**src/rtl/bldc_adc_resp_if.sv**
```systemverilog
`default_nettype none
// ============================================================================
// Module   : bldc_adc_resp_if
// Brief    : Command/response channel between bldc_adc_ctrl and the ADC
//            responder. The controller is the master; the responder is the slave.
// Revision : 1.0
// ============================================================================
interface bldc_adc_resp_if;
    // Command channel (valid/ready)
    logic        cmd_vld_i;
    logic [4:0]  cmd_ch_i;
    logic        cmd_sop_i;
    logic        cmd_eop_i;
    logic        cmd_ready_o;
    // Response channel (single-beat pulse, no backpressure)
    logic        rsp_vld_o;
    logic        rsp_sop_o;
    logic        rsp_eop_o;
    logic [4:0]  rsp_ch_o;
    logic [11:0] rsp_data_o;

    modport master (
        output cmd_vld_i, cmd_ch_i, cmd_sop_i, cmd_eop_i,
        input  cmd_ready_o,
        input  rsp_vld_o, rsp_sop_o, rsp_eop_o, rsp_ch_o, rsp_data_o
    );

    modport slave (
        input  cmd_vld_i, cmd_ch_i, cmd_sop_i, cmd_eop_i,
        output cmd_ready_o,
        output rsp_vld_o, rsp_sop_o, rsp_eop_o, rsp_ch_o, rsp_data_o
    );
endinterface
`default_nettype wire

```
**src/rtl/bldc_adc_resp.sv**
```systemverilog
`default_nettype none
// ============================================================================
// Module   : bldc_adc_resp
// Brief    : Takes channel commands, runs 16-SCLK address-pipelined SPI frames
//            to an 8-channel 12-bit ADC (priming with an extra frame whenever
//            the addressed channel changes) and returns one response per
//            command. Optional macro BLDC_ADC_RANGE_CHK_EN answers channels
//            >= NUM_CH with 12'hFFF without touching the ADC.
// Revision : 1.0
// ============================================================================
module bldc_adc_resp #(
    parameter int CLK_DIV = 4,   // clk cycles per SCLK half-period (2..255)
    parameter int NUM_CH  = 8    // physical ADC channels
) (
    input  wire logic        clk,
    input  wire logic        rst,
    bldc_adc_resp_if.slave   bus,
    output logic             adc_cs_n_o,
    output logic             adc_sclk_o,
    output logic             adc_din_o,
    input  wire logic        adc_dout_i
);

    typedef enum logic [2:0] {
        S_IDLE  = 3'd0,
        S_SETUP = 3'd1,
        S_SHIFT = 3'd2,
        S_GAP   = 3'd3,
        S_ERR   = 3'd4
    } state_t;

    localparam logic [7:0] C_DIV_LAST = 8'(CLK_DIV - 1);

    state_t       r_state, w_state_nxt;
    logic [7:0]   r_cnt, w_cnt_nxt;         // cycles within phase / half-period
    logic [4:0]   r_half, w_half_nxt;       // SCLK half-period index 0..31
    logic         r_prime, w_prime_nxt;     // current frame is a priming frame
    logic [4:0]   r_req_ch, w_req_ch_nxt;
    logic [2:0]   r_last_addr;
    logic         r_last_vld;
    logic [11:0]  r_shift;
    logic         r_cmd_ready;
    logic         r_rsp_vld;
    logic [4:0]   r_rsp_ch;
    logic [11:0]  r_rsp_data;
    logic         r_cs_n, r_sclk, r_din;
    logic         w_cs_n_nxt, w_sclk_nxt, w_din_nxt;

    wire logic w_accept    = (r_state == S_IDLE) & bus.cmd_vld_i & r_cmd_ready;
    wire logic w_cnt_end   = (r_cnt == C_DIV_LAST);
    wire logic w_frame_end = (r_state == S_SHIFT) & w_cnt_end & (r_half == 5'd31);
    wire logic w_ch_oor    = (32'(bus.cmd_ch_i) >= NUM_CH);
    // Rising SCLK at the end of an even half-period; data bits live in k=4..15
    wire logic w_sample    = (r_state == S_SHIFT) & w_cnt_end & ~r_half[0]
                             & (r_half[4:1] >= 4'd4);

`ifdef BLDC_ADC_RANGE_CHK_EN
    wire logic w_range_err = w_ch_oor;
`else
    wire logic w_range_err = 1'b0;
`endif

    // Framing bits carry no meaning for single-beat commands
    wire logic w_unused = &{1'b0, bus.cmd_sop_i, bus.cmd_eop_i, w_ch_oor};

    // Next-state, counters and next pin values
    always_comb begin
        w_state_nxt  = r_state;
        w_cnt_nxt    = r_cnt;
        w_half_nxt   = r_half;
        w_prime_nxt  = r_prime;
        w_req_ch_nxt = r_req_ch;
        case (r_state)
            S_IDLE: begin
                w_cnt_nxt = 8'd0;
                if (w_accept) begin
                    w_req_ch_nxt = bus.cmd_ch_i;
                    if (w_range_err) begin
                        w_state_nxt = S_ERR;
                    end else begin
                        w_state_nxt = S_SETUP;
                        // ADC returns the previous frame's channel, so a new
                        // address needs one discarded frame first
                        w_prime_nxt = ~(r_last_vld & (r_last_addr == bus.cmd_ch_i[2:0]));
                    end
                end
            end
            S_SETUP: begin
                if (w_cnt_end) begin
                    w_cnt_nxt   = 8'd0;
                    w_half_nxt  = 5'd0;
                    w_state_nxt = S_SHIFT;
                end else begin
                    w_cnt_nxt = r_cnt + 8'd1;
                end
            end
            S_SHIFT: begin
                if (w_cnt_end) begin
                    w_cnt_nxt = 8'd0;
                    if (r_half == 5'd31) begin
                        w_state_nxt = S_GAP;
                    end else begin
                        w_half_nxt = r_half + 5'd1;
                    end
                end else begin
                    w_cnt_nxt = r_cnt + 8'd1;
                end
            end
            S_GAP: begin
                if (w_cnt_end) begin
                    w_cnt_nxt   = 8'd0;
                    w_state_nxt = r_prime ? S_SETUP : S_IDLE;
                    w_prime_nxt = 1'b0;
                end else begin
                    w_cnt_nxt = r_cnt + 8'd1;
                end
            end
            S_ERR:   w_state_nxt = S_IDLE;
            default: w_state_nxt = S_IDLE;
        endcase

        w_cs_n_nxt = ~((w_state_nxt == S_SETUP) | (w_state_nxt == S_SHIFT));
        // Even half-periods are SCLK low (falling edge starts each bit)
        w_sclk_nxt = ~((w_state_nxt == S_SHIFT) & ~w_half_nxt[0]);
        w_din_nxt  = 1'b0;
        if (w_state_nxt == S_SHIFT) begin
            case (w_half_nxt[4:1])
                4'd2:    w_din_nxt = r_req_ch[2];
                4'd3:    w_din_nxt = r_req_ch[1];
                4'd4:    w_din_nxt = r_req_ch[0];
                default: w_din_nxt = 1'b0;
            endcase
        end
    end

    // FSM and sequencing registers
    always_ff @(posedge clk) begin
        if (rst) begin
            r_state  <= S_IDLE;
            r_cnt    <= 8'd0;
            r_half   <= 5'd0;
            r_prime  <= 1'b0;
            r_req_ch <= 5'd0;
        end else begin
            r_state  <= w_state_nxt;
            r_cnt    <= w_cnt_nxt;
            r_half   <= w_half_nxt;
            r_prime  <= w_prime_nxt;
            r_req_ch <= w_req_ch_nxt;
        end
    end

    // Pins, sample shift register, address history and response registers
    always_ff @(posedge clk) begin
        if (rst) begin
            r_cmd_ready <= 1'b0;
            r_cs_n      <= 1'b1;
            r_sclk      <= 1'b1;
            r_din       <= 1'b0;
            r_shift     <= 12'd0;
            r_last_addr <= 3'd0;
            r_last_vld  <= 1'b0;
            r_rsp_vld   <= 1'b0;
            r_rsp_ch    <= 5'd0;
            r_rsp_data  <= 12'd0;
        end else begin
            r_cmd_ready <= (w_state_nxt == S_IDLE);
            r_cs_n      <= w_cs_n_nxt;
            r_sclk      <= w_sclk_nxt;
            r_din       <= w_din_nxt;
            if (w_sample) begin
                r_shift <= {r_shift[10:0], adc_dout_i};
            end
            if (w_frame_end) begin
                r_last_addr <= r_req_ch[2:0];
                r_last_vld  <= 1'b1;
            end
            r_rsp_vld <= (w_frame_end & ~r_prime) | (r_state == S_ERR);
            if (w_frame_end & ~r_prime) begin
                r_rsp_ch   <= r_req_ch;
                r_rsp_data <= r_shift;
            end else if (r_state == S_ERR) begin
                r_rsp_ch   <= r_req_ch;
                r_rsp_data <= 12'hFFF;
            end
        end
    end

    assign bus.cmd_ready_o = r_cmd_ready;
    assign bus.rsp_vld_o   = r_rsp_vld;
    assign bus.rsp_sop_o   = r_rsp_vld;
    assign bus.rsp_eop_o   = r_rsp_vld;
    assign bus.rsp_ch_o    = r_rsp_ch;
    assign bus.rsp_data_o  = r_rsp_data;
    assign adc_cs_n_o      = r_cs_n;
    assign adc_sclk_o      = r_sclk;
    assign adc_din_o       = r_din;

endmodule
`default_nettype wire

```
**src/flat_wrapper.sv**
```systemverilog
// flat-port wrapper written by rule: the top's interface ports become plain ports
module bldc_adc_resp_flat 
#(
    parameter int CLK_DIV = 4,                                              
    parameter int NUM_CH  = 8                            
)
  (clk, rst, adc_cs_n_o, adc_sclk_o, adc_din_o, adc_dout_i, bus_cmd_vld_i, bus_cmd_ch_i, bus_cmd_sop_i, bus_cmd_eop_i, bus_cmd_ready_o, bus_rsp_vld_o, bus_rsp_sop_o, bus_rsp_eop_o, bus_rsp_ch_o, bus_rsp_data_o);
  bldc_adc_resp_if bus_i ();
  input  wire logic clk;
  input  wire logic rst;
  output logic adc_cs_n_o;
  output logic adc_sclk_o;
  output logic adc_din_o;
  input  wire logic adc_dout_i;
  input wire logic [$bits(bus_i.cmd_vld_i)-1:0] bus_cmd_vld_i;
  input wire logic [$bits(bus_i.cmd_ch_i)-1:0] bus_cmd_ch_i;
  input wire logic [$bits(bus_i.cmd_sop_i)-1:0] bus_cmd_sop_i;
  input wire logic [$bits(bus_i.cmd_eop_i)-1:0] bus_cmd_eop_i;
  output wire logic [$bits(bus_i.cmd_ready_o)-1:0] bus_cmd_ready_o;
  output wire logic [$bits(bus_i.rsp_vld_o)-1:0] bus_rsp_vld_o;
  output wire logic [$bits(bus_i.rsp_sop_o)-1:0] bus_rsp_sop_o;
  output wire logic [$bits(bus_i.rsp_eop_o)-1:0] bus_rsp_eop_o;
  output wire logic [$bits(bus_i.rsp_ch_o)-1:0] bus_rsp_ch_o;
  output wire logic [$bits(bus_i.rsp_data_o)-1:0] bus_rsp_data_o;
  assign bus_i.cmd_vld_i = bus_cmd_vld_i;
  assign bus_i.cmd_ch_i = bus_cmd_ch_i;
  assign bus_i.cmd_sop_i = bus_cmd_sop_i;
  assign bus_i.cmd_eop_i = bus_cmd_eop_i;
  assign bus_cmd_ready_o = bus_i.cmd_ready_o;
  assign bus_rsp_vld_o = bus_i.rsp_vld_o;
  assign bus_rsp_sop_o = bus_i.rsp_sop_o;
  assign bus_rsp_eop_o = bus_i.rsp_eop_o;
  assign bus_rsp_ch_o = bus_i.rsp_ch_o;
  assign bus_rsp_data_o = bus_i.rsp_data_o;
  bldc_adc_resp #(.CLK_DIV(CLK_DIV), .NUM_CH(NUM_CH)) u_core (.clk(clk), .rst(rst), .bus(bus_i), .adc_cs_n_o(adc_cs_n_o), .adc_sclk_o(adc_sclk_o), .adc_din_o(adc_din_o), .adc_dout_i(adc_dout_i));
endmodule
```
**config.mk**
```make
export PLATFORM = sky130hd
export DESIGN_NAME = bldc_adc_resp_flat
export DESIGN_NICKNAME = d
export VERILOG_FILES = /design/src/rtl/bldc_adc_resp_if.sv /design/src/rtl/bldc_adc_resp.sv /design/src/flat_wrapper.sv
export SDC_FILE = /design/constraint.sdc
export NUM_CORES = 1
export LEC_CHECK = 0
export ABC_AREA = 0
export CAP_MARGIN = 5
export CORE_MARGIN = 2
export CORE_UTILIZATION = 45
export CTS_BUF_LIST = sky130_fd_sc_hd__clkbuf_4
export DETAILED_ROUTE_END_ITERATION = 7
export PLACE_DENSITY = 0.68
export SETUP_SLACK_MARGIN = 0.5
export SYNTH_ARGS = -nofsm -noshare
export SYNTH_HDL_FRONTEND = slang
export SYNTH_SLANG_ARGS = --single-unit
```
**constraint.sdc**
```tcl
create_clock -name clk -period 3.8 [get_ports clk]
set_input_delay 0.57 -clock clk [delete_from_list [all_inputs] [get_ports clk]]
set_output_delay 0.57 -clock clk [all_outputs]
set_load 0.02 [all_outputs]
```
==> results.rst, run 1 <==
.. list-table::
   :header-rows: 1

   * - Metric
     - Value
   * - Outcome
     - finished, final reports clean
   * - Core area
     - 0.005473 mm2
   * - Insertion delay to the later sink of the worst-skew pair
     - 410 ps
   * - Reported leakage power
     - 1.073 nW
   * - Final Wtd Congestion
     - 0.8255
   * - Area growth from synthesis to layout
     - 18.20%
   * - First-pass GRT wire length
     - 9052 um
   * - Clock-pin slew reported for the worst setup and hold paths after clock tree synthesis
     - 100 ps
   * - Highest clock frequency the design can meet
     - 0.3974 GHz
   * - Avg Synthesized Cell Area
     - 8.930 um2
   * - Clk sink count
     - 60
   * - Non-Filler Instances
     - 389
   * - Worst slack at placement
     - 1273 ps
   * - Setup TNS
     - 0 ps
   * - Antenna Cells
     - 0
   * - DRT Pass-1 Iters
     - 4
   * - Total via count in the routed design
     - 2108
   * - Number of maximum-capacitance violations
     - 0
   * - Kind of path behind the tightest hold check
     - reg2reg
   * - Final Hold Violating Endpoints
     - 0
   * - DRC violations left
     - 0
   * - Deepest level of the CTS H-tree
     - 3
   * - TritonCTS clock tree
     - built
   * - Number of buffers inserted to repair setup after CTS
     - 0
   * - Post-Synthesis Cells
     - 284
   * - Root Driver
     - clkbuf_4
   * - Worst slew slack as a fraction of its limit
     - 32.13%
   * - Antenna Nets Post-Route
     - 0
   * - Dpl hpwl
     - 3479 um
   * - Final Skew
     - 10.90 ps
   * - Via density
     - 5.419
   * - Cell accounting for the most synthesized area
     - dfxtp_1
   * - Number of flops mapped to enable cells by yosys
     - 0
   * - Post-synth top cells
     - dfxtp_1 (60), nor2_1 (56), a21oi_1 (19), mux2i_1 (17), nand2_1 (15)
   * - Slew at the pin with the worst max-slew slack
     - 1018 ps
   * - Ys Warns
     - 0
   * - Number of nets in the layout
     - 325
   * - Worst reg2reg path startpoint
     - u_core.r_state[2]
   * - First-iteration detailed-routing DRC count
     - 103
   * - Total placed cells including tap cells
     - 373
   * - Synth top area share
     - 47.36%
   * - Sequential element share of the synthesized area
     - 47.36%
   * - Initial antenna violation count
     - 0
   * - Effective utilization at floorplan
     - 46.34%
   * - Count of fill cells added during filler insertion
     - 514
   * - Proportion of layout cells with a drive suffix above 1
     - 8.202%
   * - Final setup slack of the worst path
     - 1283 ps
   * - Final setup violation count
     - 0
   * - CP arrival
     - 2770 ps
   * - Overflow left after global routing
     - 0
   * - Post_cts resized
     - 0
   * - Detailed-route wire length
     - 5301 um
   * - Slack of the worst reg-to-reg path
     - 1280 ps
   * - Reg-to-reg critical path endpoint
     - u_core.bus.rsp_ch_o[0]
   * - Count of hold buffers inserted by post-cts repair
     - 0
   * - Post-synthesis instance area
     - 0.002536 mm2
   * - Most used flip-flop cell after synthesis
     - dfxtp_1
   * - Critical path endpoint category
     - flop
   * - Critical path destination
     - u_core.bus.rsp_ch_o[0]
   * - Routed WL per cell
     - 13.63 um
   * - Required time of the critical path
     - 4060 ps
   * - Cell count of the worst reg-to-reg path
     - 5
   * - Period Utilization, post-route
     - 66.23%
   * - Final critical-path required period
     - 2517 ps
   * - Area contributors post-synth
     - dfxtp_1 (47%), nor2_1 (8.3%), mux2i_1 (6.7%)
   * - Largest net degree at the start of global routing
     - 58
   * - Number of synthesized register bits
     - 60
   * - Io pins
     - 35
   * - Number of global-route vias before repair
     - 1994
   * - Final Max Slew Viols
     - 0
   * - Clock buffer count from CTS
     - 9
   * - CTS Buffer Depth
     - 2
   * - Category of the most critical setup path
     - reg2reg
   * - Most instantiated library cell after synthesis
     - dfxtp_1
   * - Peak supply drop
     - 0.0002182 V
   * - RSZ-0062 raised after global routing
     - false
   * - Proportion of synthesized flip-flops having asynchronous set or reset
     - 0%
   * - Die area
     - 0.006253 mm2
   * - Floorplan die width
     - 79.08 um
   * - Total of buffers placed on input and output ports
     - 32
   * - Distinct cell type count of the synthesized netlist
     - 48
   * - Startpoint kind of the worst setup timing path
     - flop
   * - Die height
     - 79.08 um
   * - Max FO, Critical Path
     - 18
   * - Cell area power density
     - 397.8 mW/mm2
   * - Row count
     - 27
   * - Total Routing Usage GR
     - 18.60%
   * - Worst hold stages
     - 2
   * - Syn_nets
     - 297
   * - CP startpoint
     - u_core.r_state[2]
[cell type report]
class	instances	area, um2	area share (%)
timing repair buffer	35	337.8	11.27
tap	72	90.09	3.005
multi-input combinational	203	1224	40.82
clock buffer	9	67.56	2.254
inverter	3	11.26	0.3756
sequential	60	1201	40.07
clock inverter	7	66.31	2.212
[through the flow]
stage	hold slack [ps]	total power (W)	instance area, um2	utilization [%]
final	460.8	0.001192	2998	54.78
after global routing	497.0	0.001249	2998	54.78
after CTS	465.7	0.001208	2998	54.78
after detailed placement	449.4	0.0007699	2864	52.33
after global placement	435.6	0.0007689	2864	52.33
after floorplan	425.9	0.0007267	2536	-
[routing by layer]
metal	share of wire, %	global-route usage (%)	vias up
li1	-	-	1071
met2	45	28.22	29
met1	50	24.05	1000
met4	2.2	11.38	0
met3	2.9	4.091	8
met5	0	0	-
[where the power goes]
group | internal [W] | total (W) | switching (W)
logic | 0.0000443 | 0.0000981 | 0.0000537
registers | 0.000645 | 0.000657 | 0.0000118
clock network | 0.000197 | 0.000438 | 0.000241
total | 0.000886 | 0.00119 | 0.000306
[critical path: stages, from the launching register on]
cell     delay, ps
dfxtp_1        460
nor3b_1        670
nand3_1        280
or3_1          680
nand3_1        190
a21oi_1         80
[registers in the layout (all words and copies together) (netlist names)]
name                    flops
u_core.bus.rsp_eop_o        1
u_core.bus.rsp_ch_o         5
u_core.r_half               5
u_core.r_last_addr          3
u_core.bus.cmd_ready_o      1
u_core.r_cnt                8
u_core.r_last_vld           1
u_core.r_req_ch             5
u_core.r_shift             12
u_core.r_prime              1
u_core.bus.rsp_data_o      12
u_core.adc_din_o            1
u_core.adc_sclk_o           1
u_core.adc_cs_n_o           1
u_core.r_state              3
[kinds of logic (layout without fill, tap and decap cells)]
kind of cell,count (synthesis),in the layout,synth area share (%)
other,1,1,0.1479
multiplexers,17,17,6.709
AO/OA/AOI/OAI,48,48,13.17
flip-flops,60,60,47.36
AND/OR/NAND/NOR,131,131,25.85
XOR/XNOR,4,4,1.381
buffers and inverters,21,54,4.391
adder cells (fa/ha/maj),2,2,0.9865
[layout by cell type (no fill, tap or decap), types with 2 or more instances in the layout]
cell type	instances
clkinv_1	2
clkinvlp_4	2
inv_1	3
buf_4	3
o21ai_0	6
a22oi_1	2
a311oi_1	3
nor3_1	14
ha_1	2
dfxtp_1	60
nor2b_1	2
and4_1	3
a41oi_1	4
nand3b_1	4
clkbuf_4	9
clkdlybuf4s50_1	31
xnor2_1	4
nor3b_1	5
nor2_1	56
mux2i_1	17
nand4_1	2
a31oi_1	2
nand2_1	15
nor3_2	2
and3_1	6
a21oi_1	19
or3_1	2
nand3_1	12
nor4_1	2
[worst min path at each step]
stage / startpoint / endpoint / slack, ps
3_3_place_gp: u_core.r_last_vld / u_core.r_last_vld / 440
6_report: u_core.r_last_vld / u_core.r_last_vld / 460
3_5_place_dp: u_core.r_last_vld / u_core.r_last_vld / 450
2_1_floorplan: u_core.r_last_vld / u_core.r_last_vld / 430
4_1_cts: u_core.r_last_vld / u_core.r_last_vld / 470
5_1_grt: u_core.r_req_ch[4] / u_core.bus.rsp_ch_o[4] / 500
No activity file was read; power rests on OpenSTA's default activity.
==> run 2, diff against run 1 <==
--- a/config.mk
+++ b/config.mk
@@ -11,7 +11,7 @@
 export CORE_UTILIZATION = 45
 export CTS_BUF_LIST = sky130_fd_sc_hd__clkbuf_4
 export DETAILED_ROUTE_END_ITERATION = 7
-export PLACE_DENSITY = 0.68
+export PLACE_DENSITY = 0.7
 export SETUP_SLACK_MARGIN = 0.5
 export SYNTH_ARGS = -nofsm -noshare
 export SYNTH_HDL_FRONTEND = slang
==> constraint.sdc (replaced) <==
create_clock -name clk -period 2.2 [get_ports clk]
set_input_delay 0.33 -clock clk [delete_from_list [all_inputs] [get_ports clk]]
set_output_delay 0.33 -clock clk [all_outputs]
set_load 0.02 [all_outputs]
==> results.rst, run 2 (synthesis results as in run 1) <==
.. list-table::
   :header-rows: 1

   * - Metric
     - Value
   * - Final Wtd Congestion
     - 0.8558 (+3.7%)
   * - Outcome
     - finished, final reports clean
   * - Total Routing Usage GR
     - 19.93% (+1.3 points)
   * - Final Skew
     - 14.68 ps (+3.785 ps)
   * - Final Hold Violating Endpoints
     - 0 (unchanged)
   * - First-pass GRT wire length
     - 9660 um (+6.7%)
   * - CTS Buffer Depth
     - 2 (unchanged)
   * - Total of buffers placed on input and output ports
     - 32 (unchanged)
   * - Row count
     - 27 (unchanged)
   * - Area used by multi-input combinational logic
     - 0.001481 mm2 (+21%)
   * - Non-Filler Instances
     - 416 (+6.9%)
   * - Die height
     - 79.08 um (unchanged)
   * - Io pins
     - 35 (unchanged)
   * - Clock-pin slew reported for the worst setup and hold paths after clock tree synthesis
     - 110 ps (about the same)
   * - Period Utilization, post-route
     - 96.56% (+30 points)
   * - Highest-count cells in the layout ignoring fill and taps
     - dfxtp_1 (55), nor2_1 (42), dlygate4sd2_1 (22)
   * - Largest net degree at the start of global routing
     - 29 (-50%)
   * - Sequential Area
     - 0.001207 mm2 (+0.52%)
   * - RSZ-0062 raised after global routing
     - true
   * - DRT Pass-1 Iters
     - 4 (unchanged)
   * - First-iteration detailed-routing DRC count
     - 81 (-21%)
   * - Initial antenna violation count
     - 0 (unchanged)
   * - Peak supply drop
     - 0.0004528 V (+110%)
   * - Floorplan die width
     - 79.08 um (unchanged)
   * - Total via count in the routed design
     - 2261 (+7.3%)
   * - Highest clock frequency the design can meet
     - 0.4707 GHz (+18%)
   * - CP arrival
     - 2480 ps (-290 ps)
   * - Leading cell type in the layout, fill and taps excluded
     - dfxtp_1
   * - Clk sink count
     - 60 (unchanged)
   * - Total placed cells including tap cells
     - 387 (+3.8%)
   * - Kind of path behind the tightest hold check
     - in2reg
   * - Core area
     - 0.005473 mm2 (unchanged)
   * - Area growth from synthesis to layout
     - 37.99%
   * - Effective utilization at floorplan
     - 46.34% (unchanged)
   * - Required time of the critical path
     - 2560 ps (-1500 ps)
   * - Overflow left after global routing
     - 0 (unchanged)
   * - Setup TNS
     - 0 ps (unchanged)
   * - Category of the most critical setup path
     - reg2reg
   * - Die area
     - 0.006253 mm2 (unchanged)
   * - Count of hold buffers inserted by post-cts repair
     - 0 (unchanged)
   * - Clock buffer count from CTS
     - 9 (unchanged)
   * - Antenna Nets Post-Route
     - 0 (unchanged)
   * - Worst slew slack as a fraction of its limit
     - 64.69% (+33 points)
   * - Routed WL per cell
     - 14.04 um (+3.1%)
   * - Count of fill cells added during filler insertion
     - 487 (-5.3%)
   * - Number of maximum-capacitance violations
     - 0 (unchanged)
   * - Number of nets in the layout
     - 352 (+8.3%)
   * - Root Driver
     - clkbuf_4
   * - Number of global-route vias before repair
     - 2145 (+7.6%)
   * - Worst hold slack after final layout
     - 148.6 ps (-312.2 ps)
   * - Insertion delay to the later sink of the worst-skew pair
     - 410 ps (about the same)
   * - Cell area power density
     - 590.4 mW/mm2 (+48%)
   * - TritonCTS clock tree
     - built
   * - Antenna Cells
     - 0 (unchanged)
   * - Dpl hpwl
     - 3650 um (+4.9%)
   * - Final setup violation count
     - 0 (unchanged)
   * - Slew at the pin with the worst max-slew slack
     - 526.8 ps (-491.2 ps)
   * - Final critical-path required period
     - 2124 ps (-392.3 ps)
   * - Proportion of layout cells with a drive suffix above 1
     - 30.52% (+22 points)
   * - Via density
     - 5.435 (+0.30%)
   * - Max FO, Critical Path
     - 3 (-15)
   * - Critical path endpoint category
     - flop
   * - Reported leakage power
     - 1.329 nW (+24%)
   * - Deepest level of the CTS H-tree
     - 3 (unchanged)
   * - Startpoint kind of the worst setup timing path
     - flop
   * - DRC violations left
     - 0 (unchanged)
   * - Detailed-route wire length
     - 5842 um (+10%)
   * - Final Max Slew Viols
     - 0 (unchanged)
## run 2: cell types whose count changed in the layout (fill, tap and decap cells not counted), moves of 6 or more
cell             previous run  this run
clkdlybuf4s50_1            31         8
buf_6                       0         7
dlygate4sd2_1               0        22
nor2_1                     56        42
nor2_2                      0        13
nand3_1                    12         6
buf_4                       3        20
## run 2: critical path, cell delays in order (launching register included)
cell,delay (ps)
dfxtp_2,360
ha_4,130
or4b_4,480
or4_4,460
a211oi_4,260
and3_4,230
o221a_1,160
## run 2: worst paths after layout
| check | start | end | slack, ps | cells after the start |
|---|---|---|---|---|
| worst max-delay path | u_core.r_cnt[1] | u_core.adc_din_o | 80 | 6 |
| worst min-delay path | rst | u_core.r_state[1] | 150 | 2 |
| worst max register to register | u_core.r_cnt[1] | u_core.adc_din_o | 80 | 6 |
| worst min register to register | u_core.r_req_ch[4] | u_core.bus.rsp_ch_o[4] | 460 | 2 |
## run 2: layer usage
layer / GRT usage, % / routed length, um / share of wire [%]
met1: 24.10 / 2545 / 44
met2: 32.20 / 2901 / 50
met3: 7.386 / 277 / 4.7
met4: 7.759 / 117 / 2.0
met5: 0 / 0 / 0
## run 2: layout make-up
cell class / instances / share of cell area [%]
clock buffer: 9 / 1.931
clock inverter: 7 / 1.931
inverter: 3 / 0.3218
multi-input combinational: 203 / 42.33
sequential: 60 / 34.50
tap: 72 / 2.574
timing repair buffer: 62 / 16.41
## run 2: power by group
| part | leakage (nW) | internal, W | switching, W | total, W |
|---|---|---|---|---|
| Sequential | 0.491 | 0.00111 | 0.0000205 | 0.00113 |
| Combinational | 0.769 | 0.0000757 | 0.000101 | 0.000177 |
| Clock | 0.0693 | 0.000340 | 0.000415 | 0.000755 |
## run 2: what timing repair did
action,4_1_cts,5_1_grt
buffers inserted,9,2
gates cloned,0,2
resized for setup,43,40
setup endpoints to repair,72,55
pin swaps,8,3
## run 2: stage by stage
step                setup slack (ps)  total power (W)  util [%]  area, um2
floorplan                      127.9         0.001258         -       2635
detailed placement             65.17         0.001344     55.76       3052
finish                         75.70         0.002066     63.95       3500
CTS                            112.7         0.002092     60.54       3313
global placement               97.22         0.001341     55.76       3052
global route                   19.55         0.002164     63.95       3500
